### src/rtl/palette_arbiter.sv
// Round-robin arbiter sharing one combinational palette lookup port among NREQ sprite requesters.
// Define PALETTE_ARB_STATS_EN to include the saturating accepted-lookup counter on lookup_count.
module palette_arbiter #(
  parameter int          NREQ    = 4,
  parameter logic [11:0] KEY_RGB = 12'hF0D
) (
  input  logic                Clk,
  input  logic                Reset,
  input  logic [NREQ-1:0]     req,
  input  logic [4*NREQ-1:0]   index_in,
  input  logic                hold,
  output logic [NREQ-1:0]     grant,
  output logic [3:0]          pal_index,
  input  logic [11:0]         pal_rgb,
  output logic                rsp_valid,
  output logic [2:0]          rsp_id,
  output logic [3:0]          red,
  output logic [3:0]          green,
  output logic [3:0]          blue,
  output logic                rsp_transparent,
  output logic [15:0]         lookup_count
);

  localparam int IW = (NREQ > 1) ? $clog2(NREQ) : 1;

  logic [IW-1:0]   rrPtr_q, rrPtr_d;
  logic [IW-1:0]   winner;
  logic [IW:0]     candSum;
  logic            found;
  logic            accept;
  logic [3:0]      winIndex;

  logic [NREQ-1:0] grant_q, grant_d;
  logic [3:0]      palIndex_q, palIndex_d;
  logic            pendValid_q, pendValid_d;
  logic [IW-1:0]   pendId_q, pendId_d;
  logic            rspValid_q, rspValid_d;
  logic [IW-1:0]   rspId_q, rspId_d;
  logic [11:0]     rgb_q, rgb_d;
  logic            transp_q, transp_d;

  // Scan requesters starting at the round-robin pointer; first one found wins.
  always_comb begin
    found   = 1'b0;
    winner  = rrPtr_q;
    candSum = '0;
    for (int k = 0; k < NREQ; k++) begin
      candSum = {1'b0, rrPtr_q} + (IW+1)'(k);
      if (candSum >= (IW+1)'(NREQ)) candSum = candSum - (IW+1)'(NREQ);
      if (!found && req[candSum[IW-1:0]]) begin
        found  = 1'b1;
        winner = candSum[IW-1:0];
      end
    end
  end

  assign accept = found & ~hold;

  always_comb begin
    winIndex = '0;
    for (int i = 0; i < NREQ; i++) begin
      if (IW'(i) == winner) winIndex = index_in[4*i +: 4];
    end
  end

  // The lookup accepted at one edge is captured from the palette at the next edge.
  always_comb begin
    grant_d     = '0;
    palIndex_d  = palIndex_q;
    rrPtr_d     = rrPtr_q;
    pendValid_d = accept;
    pendId_d    = pendId_q;
    if (accept) begin
      grant_d[winner] = 1'b1;
      palIndex_d      = winIndex;
      pendId_d        = winner;
      rrPtr_d         = (winner == IW'(NREQ-1)) ? '0 : winner + IW'(1);
    end

    rspValid_d = pendValid_q;
    rspId_d    = rspId_q;
    rgb_d      = rgb_q;
    transp_d   = 1'b0;
    if (pendValid_q) begin
      rspId_d  = pendId_q;
      rgb_d    = pal_rgb;
      transp_d = (pal_rgb == KEY_RGB);
    end
  end

  always_ff @(posedge Clk) begin
    if (Reset) begin
      rrPtr_q     <= '0;
      grant_q     <= '0;
      palIndex_q  <= '0;
      pendValid_q <= 1'b0;
      pendId_q    <= '0;
      rspValid_q  <= 1'b0;
      rspId_q     <= '0;
      rgb_q       <= '0;
      transp_q    <= 1'b0;
    end else begin
      rrPtr_q     <= rrPtr_d;
      grant_q     <= grant_d;
      palIndex_q  <= palIndex_d;
      pendValid_q <= pendValid_d;
      pendId_q    <= pendId_d;
      rspValid_q  <= rspValid_d;
      rspId_q     <= rspId_d;
      rgb_q       <= rgb_d;
      transp_q    <= transp_d;
    end
  end

  assign grant           = grant_q;
  assign pal_index       = palIndex_q;
  assign rsp_valid       = rspValid_q;
  assign rsp_id          = 3'(rspId_q);
  assign red             = rgb_q[11:8];
  assign green           = rgb_q[7:4];
  assign blue            = rgb_q[3:0];
  assign rsp_transparent = transp_q;

`ifdef PALETTE_ARB_STATS_EN
  logic [15:0] count_q;

  always_ff @(posedge Clk) begin
    if (Reset) begin
      count_q <= '0;
    end else if (accept && count_q != 16'hFFFF) begin
      count_q <= count_q + 16'd1;
    end
  end

  assign lookup_count = count_q;
`else
  assign lookup_count = '0;
`endif

endmodule

### config.mk
export PLATFORM = sky130hd
export DESIGN_NAME = palette_arbiter
export DESIGN_NICKNAME = d
export VERILOG_FILES = /design/src/rtl/palette_arbiter.sv
export SDC_FILE = /design/constraint.sdc
export NUM_CORES = 1
export LEC_CHECK = 0
export ABC_AREA = 1
export BUFFER_PORTS_ARGS = -buffer_cell sky130_fd_sc_hd__buf_2
export CORE_ASPECT_RATIO = 1.25
export CORE_UTILIZATION = 49
export DETAILED_ROUTE_END_ITERATION = 8
export PLACE_DENSITY_LB_ADDON = 0.1
export REMOVE_ABC_BUFFERS = 1
export SETUP_SLACK_MARGIN = 0.15
export SLEW_MARGIN = 10
export SYNTH_ARGS = -nofsm -noshare
export SYNTH_HDL_FRONTEND = slang
export SYNTH_SLANG_ARGS = --single-unit
### constraint.sdc
create_clock -name Clk -period 3.75 [get_ports Clk]
set_clock_uncertainty 0.15 [all_clocks]
set_input_delay 0.75 -clock Clk [delete_from_list [all_inputs] [get_ports Clk]]
set_output_delay 0.75 -clock Clk [all_outputs]
set_load 0.02 [all_outputs]
==> impl_metrics.py, run 1 <==
metrics = {
    "clock_tree": {
        "cts_buffers": 5,
        "cts.sinks": 29,
        "clk_latency_ps": 320,
        "htreeDepth": 2,
        "cts_tree": "yes",
        "ctsResizeCount": 0,
        "post_cts_buffers": 0,
        "cts_hold_buf": 0,
        "cts_root_buf": "clkbuf_4",
        "clk_pin_slew_ps": 90,
        "cts.path.max_buffers": 2,
    },
    "critical_path": {
        "worst_setup_path_end_kind": "register",
        "crit_path_start_kind": "register",
        "critical_path.max_fanout": 10,
        "cp.required_ps": 3870,
        "crit_arrival_ps": 2910,
        "criticalPathCategory": "register to register",
    },
    "synth": {
        "synth_cell_types": 27,
        "ys_async_sr_fraction_pct": 0,
        "syn_area_per_cell_um2": 6.88,
        "yosysSeqAreaShare_pct": 36.4,
        "synth-adder-area-share_pct": 3.14,
        "synth_mux_area_share_pct": 0,
        "synthFlopType": "dfxtp_1",
        "yosys.area_share.simple_pct": 31.0,
        "synth_top_family_by_area": "simple AND/OR/NAND/NOR gates",
        "synth_compound_area_share_pct": 13.0,
        "synth_edf_count": 0,
        "syn-cell-area_um2": 1600,
        "yosysWarnings": 0,
        "synth-seq-cells": 29,
        "yosys.area_share.xor_xnor_pct": 0,
        "synthCells": 232,
    },
    "timing": {
        "worst_slew_pin_slew_ps": 563,
        "fin_ws_ps": 960,
        "tns_ps": 0,
        "maxSlewHeadroom_pct": 62.4,
        "min_period_ps": 2790,
        "hold_viol": 0,
        "fin_crit_sh_pct": 74.4,
        "whs_ps": 318,
        "finalSetupViolCount": 0,
        "rsz0062_at_grt": "no",
        "slew_violations": 0,
        "fmax_mhz": 358,
    },
    "floorplanning": {
        "die_area_um2": 3490,
        "pin_count": 76,
        "die_y_um": 65.8,
        "fp.dieW_um": 53.0,
        "rows": 22,
        "initial_core_util_pct": 52.7,
        "core_area_um2": 3030,
    },
    "routing": {
        "drtIter0Drc": 33,
        "drtPass1Iterations": 4,
        "drc": 0,
        "viasPerCell": 4.83,
        "wl_per_cell_um": 10.4,
        "routed_wirelength_um": 3380,
        "num_vias": 1575,
        "antenna_left": 0,
    },
    "run": {
        "cap_violations": 0,
    },
    "final_layout": {
        "antennaDiodeCount": 0,
        "multi_input_area_um2": 816,
        "syn_to_final_growth_pct": 18.5,
        "nets": 328,
        "fill_cells": 307,
        "drive_above_1_share_pct": 28.3,
        "seqCellArea_um2": 581,
    },
    "global_routing": {
        "met2_usage_pct": 36.2,
        "antenna_found_initial": 0,
        "grt_pass1_vias": 1361,
        "grt_pass1_wl_um": 5580,
        "grt_use_total_pct": 21.9,
        "grt_max_degree": 21,
        "gr-usage-met1_pct": 25.9,
        "busiest_layer": "met2",
        "grtUsageMet3_pct": 6.21,
        "overflow": 0,
    },
    "power_and_ir_drop": {
        "powerDensity_nw_per_um2": 783,
        "p_leak_nw": 1.05,
        "ir_drop_uv": 410,
    },
    "place": {
        "port_buffers": 58,
        "dp_hpwl_um": 2490,
        "pre_cts_slack_ps": 811,
        "place.gp.congestion": 0.753,
    },
    "run_status": {
        "status": "finished, final reports clean",
    },
    "worst_hold_path": {
        "worst_hold_path_type": "register to register",
    },
}
[routing by layer]
metal,routed length (um),share of wire [%]
met4,40,1.2
met1,1500,44
met5,0,0
met2,1610,48
met3,234,6.9
[cells in the mapped netlist, types with 2 or more instances]
master | instances | area, um^2
nand3_1 | 15 | 75.1
nor2_1 | 31 | 116
dfxtp_1 | 29 | 581
clkbuf_1 | 3 | 11.3
nor4_1 | 2 | 12.5
buf_4 | 17 | 128
buf_6 | 2 | 22.5
a21oi_1 | 11 | 55.1
nor2_2 | 4 | 25.0
nand2_1 | 51 | 191
inv_1 | 21 | 78.8
nand2_2 | 6 | 37.5
ha_1 | 4 | 50.1
o21ai_0 | 23 | 115
[cell type report]
class / count / share of cell area, %
clock inverter: 1 / 0.265
sequential: 29 / 30.7
timing repair buffer: 58 / 15.4
clock buffer: 7 / 3.44
tap: 36 / 2.38
inverter: 23 / 4.70
multi-input combinational: 172 / 43.2
[placed cells by master, fill, tap and decap left out, drive strengths merged]
master	instances
clkbuf	7
buf	58
conb	17
ha	4
nor4b	1
o21bai	1
inv	23
o21ai	25
nand4	1
nor4	2
nand2	57
clkinv	1
nor2	36
dfxtp	29
nand3	16
a21oi	12
[path summary, 6_finish.rpt]
path / start / endpoint / slack (ps) / depth (start not counted)
max reg2reg: rrPtr_q[0] / pal_index[0] / 960 / 19
min: pendId_q[1] / rspId_q[1] / 320 / 2
max: rrPtr_q[0] / pal_index[0] / 960 / 19
min reg2reg: pendId_q[1] / rspId_q[1] / 320 / 2
[flip-flops by register name, indices dropped and copies added, names as in the netlist, 2 cells and up]
name       flops
rgb_q         12
rspId_q        2
rrPtr_q        2
grant          4
pendId_q       2
pal_index      4
[per-stage QoR]
step,area (um^2),cells,utilization (%),total power [mW]
6_report,1890,326,62.4,1.48
5_1_grt,1890,326,62.4,1.64
4_1_cts,1890,326,62.4,1.48
3_5_place_dp,1820,318,60.1,1.26
3_3_place_gp,1820,318,60.1,1.25
2_1_floorplan,1490,224,-,1.07
[cell families (layout without fill, tap and decap cells)]
family / count (synthesis) / in the layout
AND/OR/NAND/NOR: 113 / 113
flip-flops: 29 / 29
AO/OA/AOI/OAI: 38 / 38
adder cells (fa/ha/maj): 4 / 4
other: 1 / 17
buffers and inverters: 47 / 89
[report_power, final]
group / internal [mW] / leakage, nW / switching (mW)
Sequential: 0.376 / 0.239 / 0.0514
Combinational: 0.287 / 0.774 / 0.549
Clock: 0.109 / 0.0413 / 0.108
[worst max-delay path, cell delays in order, from the launching register on]
cell	delay, ps
dfxtp_1	590
inv_4	100
nand2_1	70
nand2_1	100
inv_1	70
nand2_1	40
nand2_1	70
nand3_2	90
nor2_1	130
nand2_1	80
nand2_1	130
inv_1	80
ha_1	250
inv_1	150
nand3_1	90
nand2_1	70
o21ai_0	70
o21ai_0	180
nand2_1	90
a21oi_2	130
Power figures use the tool's default switching activity.
==> inputs of run 2 (changes only) <==
- CORE_UTILIZATION: 49 -> 46
- clock period: 3.75 -> 2.88 ns (I/O delays scaled with it)
==> run 2 against run 1 <==
Effect of this change: via count shrank 1.8%; setup slack got worse by 580 ps; register-to-register slack worse by 580 ps; critical path type unchanged; combinational power up 28%; worst hold slack lost 0.92 ps; critical path depth is 1 higher; clock power rose by 38%; largest cell class unchanged; core utilization decreased by 3.8 points; clock-buffer cell count decreased by 2.
==> impl_metrics.py, run 2 (synthesis results as in run 1) <==
metrics = {
    "timing": {
        "tns_ps": 0,
        "rsz0062_at_grt": "no",
        "hold_viol": 0,
        "slew_violations": 0,
        "worst_slew_pin_slew_ps": 575,
        "maxSlewHeadroom_pct": 61.6,
        "fin_crit_sh_pct": 86.9,
        "finalSetupViolCount": 0,
        "fmax_mhz": 399,
        "min_period_ps": 2500,
    },
    "floorplanning": {
        "rows": 23,
        "die_area_um2": 3710,
        "initial_core_util_pct": 49.1,
        "die_y_um": 67.8,
        "pin_count": 76,
        "fp.dieW_um": 54.7,
        "core_area_um2": 3250,
    },
    "routing": {
        "drc": 0,
        "drtIter0Drc": 44,
        "drtPass1Iterations": 4,
        "num_vias": 1547,
        "routed_wirelength_um": 3270,
        "viasPerCell": 4.75,
        "antenna_left": 0,
        "wl_per_cell_um": 10.0,
    },
    "power_and_ir_drop": {
        "p_sw_uw": 898,
        "intPower_mw": 1.03,
        "powerDensity_nw_per_um2": 1010,
        "ir_drop_uv": 625,
        "power.total_mw": 1.93,
        "combPwrFrac_pct": 55.5,
        "swShare_pct": 46.6,
        "p_seq_share_pct": 29.1,
        "p_leak_nw": 1.06,
        "clock_power_share_pct": 15.4,
    },
    "run_status": {
        "status": "finished, final reports clean",
    },
    "final_layout": {
        "largest_reg_flops": 12,
        "fill_cells": 333,
        "regMostFlops": "rgb_q",
        "antennaDiodeCount": 0,
        "nets": 329,
        "final_cell_mix": "buf_2, nand2_1, nor2_1",
        "drive_above_1_share_pct": 28.7,
        "final_cells": 326,
        "mostFrequentLayoutCell": "buf_2",
        "syn_to_final_growth_pct": 19.6,
    },
    "global_routing": {
        "antenna_found_initial": 0,
        "overflow": 0,
        "grt_pass1_vias": 1278,
        "grt_pass1_wl_um": 5100,
        "grt_max_degree": 21,
        "grt_use_total_pct": 19.1,
    },
    "place": {
        "place.gp.congestion": 0.743,
        "port_buffers": 58,
        "post-place-cells": 320,
        "dp_hpwl_um": 2550,
    },
    "critical_path": {
        "critical_path.max_fanout": 9,
        "worst_setup_path_end_kind": "register",
        "criticalPathCategory": "register to register",
        "cp.required_ps": 2940,
        "crit_arrival_ps": 2560,
        "crit_path_start_kind": "register",
    },
    "clock_tree": {
        "cts_root_buf": "clkbuf_8",
        "clk_latency_ps": 280,
        "cts_buffers": 5,
        "cts_hold_buf": 0,
        "clk_pin_slew_ps": 50,
        "cts.sinks": 29,
        "cts_tree": "yes",
        "cts.path.max_buffers": 2,
        "htreeDepth": 2,
    },
    "worst_hold_path": {
        "worst_hold_path_type": "register to register",
    },
    "run": {
        "cap_violations": 0,
    },
}
run 2: through the flow:
step | util [%] | hold WS, ps | worst slack (ps) | area, um^2
5_1_grt | 58.7 | 334 | 167 | 1910
2_1_floorplan | - | 285 | 487 | 1490
3_5_place_dp | 56.3 | 316 | 152 | 1830
4_1_cts | 58.5 | 322 | 175 | 1900
6_report | 58.7 | 317 | 376 | 1910
3_3_place_gp | 56.3 | 308 | 122 | 1830
run 2: layer usage:
metal,vias to the layer above,global-route usage [%],wire (um)
met5,-,0,0
met4,0,10.9,55
met3,7,6.00,191
met2,51,31.8,1570
met1,678,20.8,1450
li1,811,-,-
run 2: cell type report:
type,instances,area [um^2],share of cell area [%]
clock buffers,5,68.8,3.61
flip-flops and latches,29,586,30.7
clock inverters,1,5.00,0.262
inverters,23,88.8,4.66
multi-input cells,172,816,42.8
repair buffers,59,298,15.6
well taps,37,46.3,2.43
run 2: power groups by stage:
| stage | Sequential, mW | Clock [mW] | Combinational [mW] |
|---|---|---|---|
| after global placement | 0.564 | 0 | 1.07 |
| after floorplan | 0.638 | 0 | 0.756 |
| after global routing | 0.575 | 0.322 | 1.22 |
| after CTS | 0.558 | 0.311 | 1.07 |
| final | 0.561 | 0.298 | 1.07 |
| after detailed placement | 0.566 | 0 | 1.07 |
run 2: worst paths after layout:
kind,depth (start not counted),start,slack (ps),end
worst max-delay path,20,rrPtr_q[0],380,pal_index[0]
worst min-delay path,2,pendId_q[1],320,rspId_q[1]
worst max register to register,20,rrPtr_q[0],380,pal_index[0]
worst min register to register,2,pendId_q[1],320,rspId_q[1]
run 2: timing repair:
item / in CTS / in global routing
resized for setup: 0 / 4
endpoints found under the setup margin: 0 / 4
hold endpoints to repair: 0 / 0
buffers inserted: 0 / 0
run 2: worst max-delay path, stage by stage, from the launching register on:
cell	delay (ps)
dfxtp_4	380
inv_4	90
nand2_1	60
nand2_2	120
nand2_1	70
nand2_2	110
nand2_1	80
nand2_1	60
nand2_1	50
nand2_1	60
nand3_1	80
nand2_1	120
inv_1	70
ha_1	230
inv_1	140
nand3_1	80
nand2_1	60
o21ai_0	80
o21ai_1	140
nand2_1	80
a21oi_2	140
==> inputs of run 3 (changes only) <==
- BUFFER_PORTS_ARGS: -buffer_cell sky130_fd_sc_hd__buf_2 -> not set
- CORE_ASPECT_RATIO: 1.25 -> 1.1
- CORE_UTILIZATION: 46 -> 60
- DONT_BUFFER_PORTS: not set -> 1
- PLACE_DENSITY: not set -> 0.76
- PLACE_DENSITY_LB_ADDON: 0.1 -> not set
==> run 3 against run 2 <==
Effect of this change: maximum frequency decreased by 0.81%; clock power increased by 17%; die area decreased by 23%; wire length decreased by 2.0%; non-clock buffer count decreased by 59.
==> impl_metrics.py, run 3 (synthesis results as in run 1) <==
metrics = {
    "run_status": {
        "status": "finished, final reports clean",
    },
    "routing": {
        "routed_wirelength_um": 3200,
        "viasPerCell": 5.27,
        "antenna_left": 0,
        "drc": 0,
        "drtPass1Iterations": 4,
        "num_vias": 1386,
        "drtIter0Drc": 22,
        "wl_per_cell_um": 12.2,
    },
    "critical_path": {
        "startpoint": "rrPtr_q[0]",
        "slowest_delay_ps": 420,
        "worstRegToRegCells": 19,
        "timing.rr.end": "pal_index[1]",
        "cp.required_ps": 3000,
        "r2r_slack_ps": 360,
        "r2r-start": "rrPtr_q[0]",
        "cp_cell_sequence": "inv_4 -> nand2_1 -> nand3_1 -> nand2_2 -> inv_1 -> nor2_4 -> nand3_1 -> nand3_1 -> nand2_1 -> inv_1 -> ha_2 -> nand3_1 -> nand2_1 -> o21ai_0 -> nand2_1 -> o21ai_0 -> nand2_1 -> nand2_1 -> nor2_2",
        "crit_path_start_kind": "register",
        "cpMostUsedCell": "nand2_1",
        "critPathSlowestCell": "dfxtp_4",
        "crit_family": "simple AND/OR/NAND/NOR gates",
        "crit_arrival_ps": 2640,
        "criticalPathCategory": "register to register",
        "cp_num_buf_inv": 3,
        "critical_path.max_fanout": 10,
        "worst_setup_path_end_kind": "register",
    },
    "timing": {
        "tns_ps": 0,
        "finalSetupViolCount": 0,
        "fmax_mhz": 396,
        "slew_violations": 0,
        "rsz0062_at_grt": "no",
        "min_period_ps": 2520,
        "fin_crit_sh_pct": 87.7,
        "worst_slew_pin_slew_ps": 528,
        "maxSlewHeadroom_pct": 64.8,
        "hold_viol": 0,
    },
    "worst_hold_path": {
        "hold_depth": 1,
        "min_from": "Reset",
        "min_to": "pal_index[0]",
        "worst_hold_path_type": "input port to register",
    },
    "clock_tree": {
        "cts_buffers": 5,
        "htreeDepth": 2,
        "clk_latency_ps": 320,
        "cts_tree": "yes",
        "cts_root_buf": "clkbuf_4",
        "cts.path.max_buffers": 2,
        "post_cts_buffers": 0,
        "clk_pin_slew_ps": 100,
        "cts.sinks": 29,
        "cts_hold_buf": 0,
    },
    "global_routing": {
        "grt_pass1_wl_um": 5230,
        "grt_pass1_vias": 1287,
        "antenna_found_initial": 0,
        "overflow": 0,
        "grt_max_degree": 21,
        "grt_use_total_pct": 24.2,
    },
    "power_and_ir_drop": {
        "p_leak_nw": 0.799,
        "powerDensity_nw_per_um2": 1220,
        "power.total_mw": 1.99,
        "ir_drop_uv": 666,
    },
    "final_layout": {
        "syn_to_final_growth_pct": 2.67,
        "final_cells": 263,
        "final_cell_mix": "nand2_1, nor2_1, dfxtp_1",
        "regMostFlops": "rgb_q",
        "antennaDiodeCount": 0,
        "mostFrequentLayoutCell": "nand2_1",
        "nets": 270,
        "drive_above_1_share_pct": 13.4,
        "largest_reg_flops": 12,
    },
    "floorplanning": {
        "pin_count": 76,
        "fp.dieW_um": 51.2,
        "die_y_um": 56.1,
        "die_area_um2": 2870,
        "rows": 19,
        "initial_core_util_pct": 63.3,
        "core_area_um2": 2520,
    },
    "place": {
        "post-place-cells": 255,
        "dp_hpwl_um": 2470,
        "place.gp.congestion": 0.763,
        "port_buffers": 0,
    },
    "run": {
        "cap_violations": 0,
    },
}
run 3: changes by cell type in the layout (fill, tap and decap cells not counted), moves of 2 or more:
cell	change
buf_2	-58
clkbuf_4	+5
clkbuf_8	-4
ha_1	-3
ha_2	+2
run 3: through the flow:
stage	setup WS (ps)	cell area, um^2	util, %	hold WS (ps)
2_1_floorplan	487	1490	-	285
3_3_place_gp	270	1520	60.5	301
3_5_place_dp	95.8	1520	60.5	308
4_1_cts	197	1610	63.9	139
5_1_grt	154	1640	65.0	127
6_report	356	1640	65.0	144
run 3: how the worst max path moves through the flow:
| stage | depth (start not counted) | slack (ps) | to |
|---|---|---|---|
| floorplan | 18 | 490 | pal_index[0] |
| CTS | 20 | 200 | pal_index[1] |
| finish | 19 | 360 | pal_index[1] |
| detailed placement | 20 | 100 | pal_index[1] |
| global route | 19 | 150 | pal_index[1] |
| global placement | 19 | 270 | pal_index[0] |
run 3: worst reg2reg max path: cells and delay by family, from the launching register on:
| family | cells | cell delay, ps |
|---|---|---|
| simple gates | 13 | 1210 |
| compound gates | 2 | 190 |
| fa+ha+maj | 1 | 240 |
| buf+inv | 3 | 270 |
| flops | 1 | 420 |
run 3: metal layers:
| layer | global-route usage, % | vias up | share of wire (%) |
|---|---|---|---|
| met5 | 0 | - | 0 |
| met4 | 8.33 | 0 | 1.4 |
| met3 | 10.7 | 6 | 9.9 |
| met2 | 42.9 | 63 | 49 |
| met1 | 24.4 | 617 | 39 |
| li1 | - | 700 | - |
run 3: timing repair:
item                                   4_1_cts  5_1_grt
resized for setup                            1        9
endpoints found under the hold margin        0        0
pin swaps                                    0        0
setup endpoints to repair                    4        4
run 3: power breakdown:
part           internal [mW]  total (mW)  switching [mW]
clock network          0.207       0.348           0.141
logic                  0.343       0.992           0.649
registers              0.495       0.653           0.158
run 3: cell type report:
cell class | count | area, um^2
clock inverters | 1 | 30.0
multi-input cells | 172 | 840
inverters | 23 | 88.8
fillers | 224 | 882
flip-flops and latches | 29 | 586
clock buffers | 7 | 55.1
well taps | 31 | 38.8
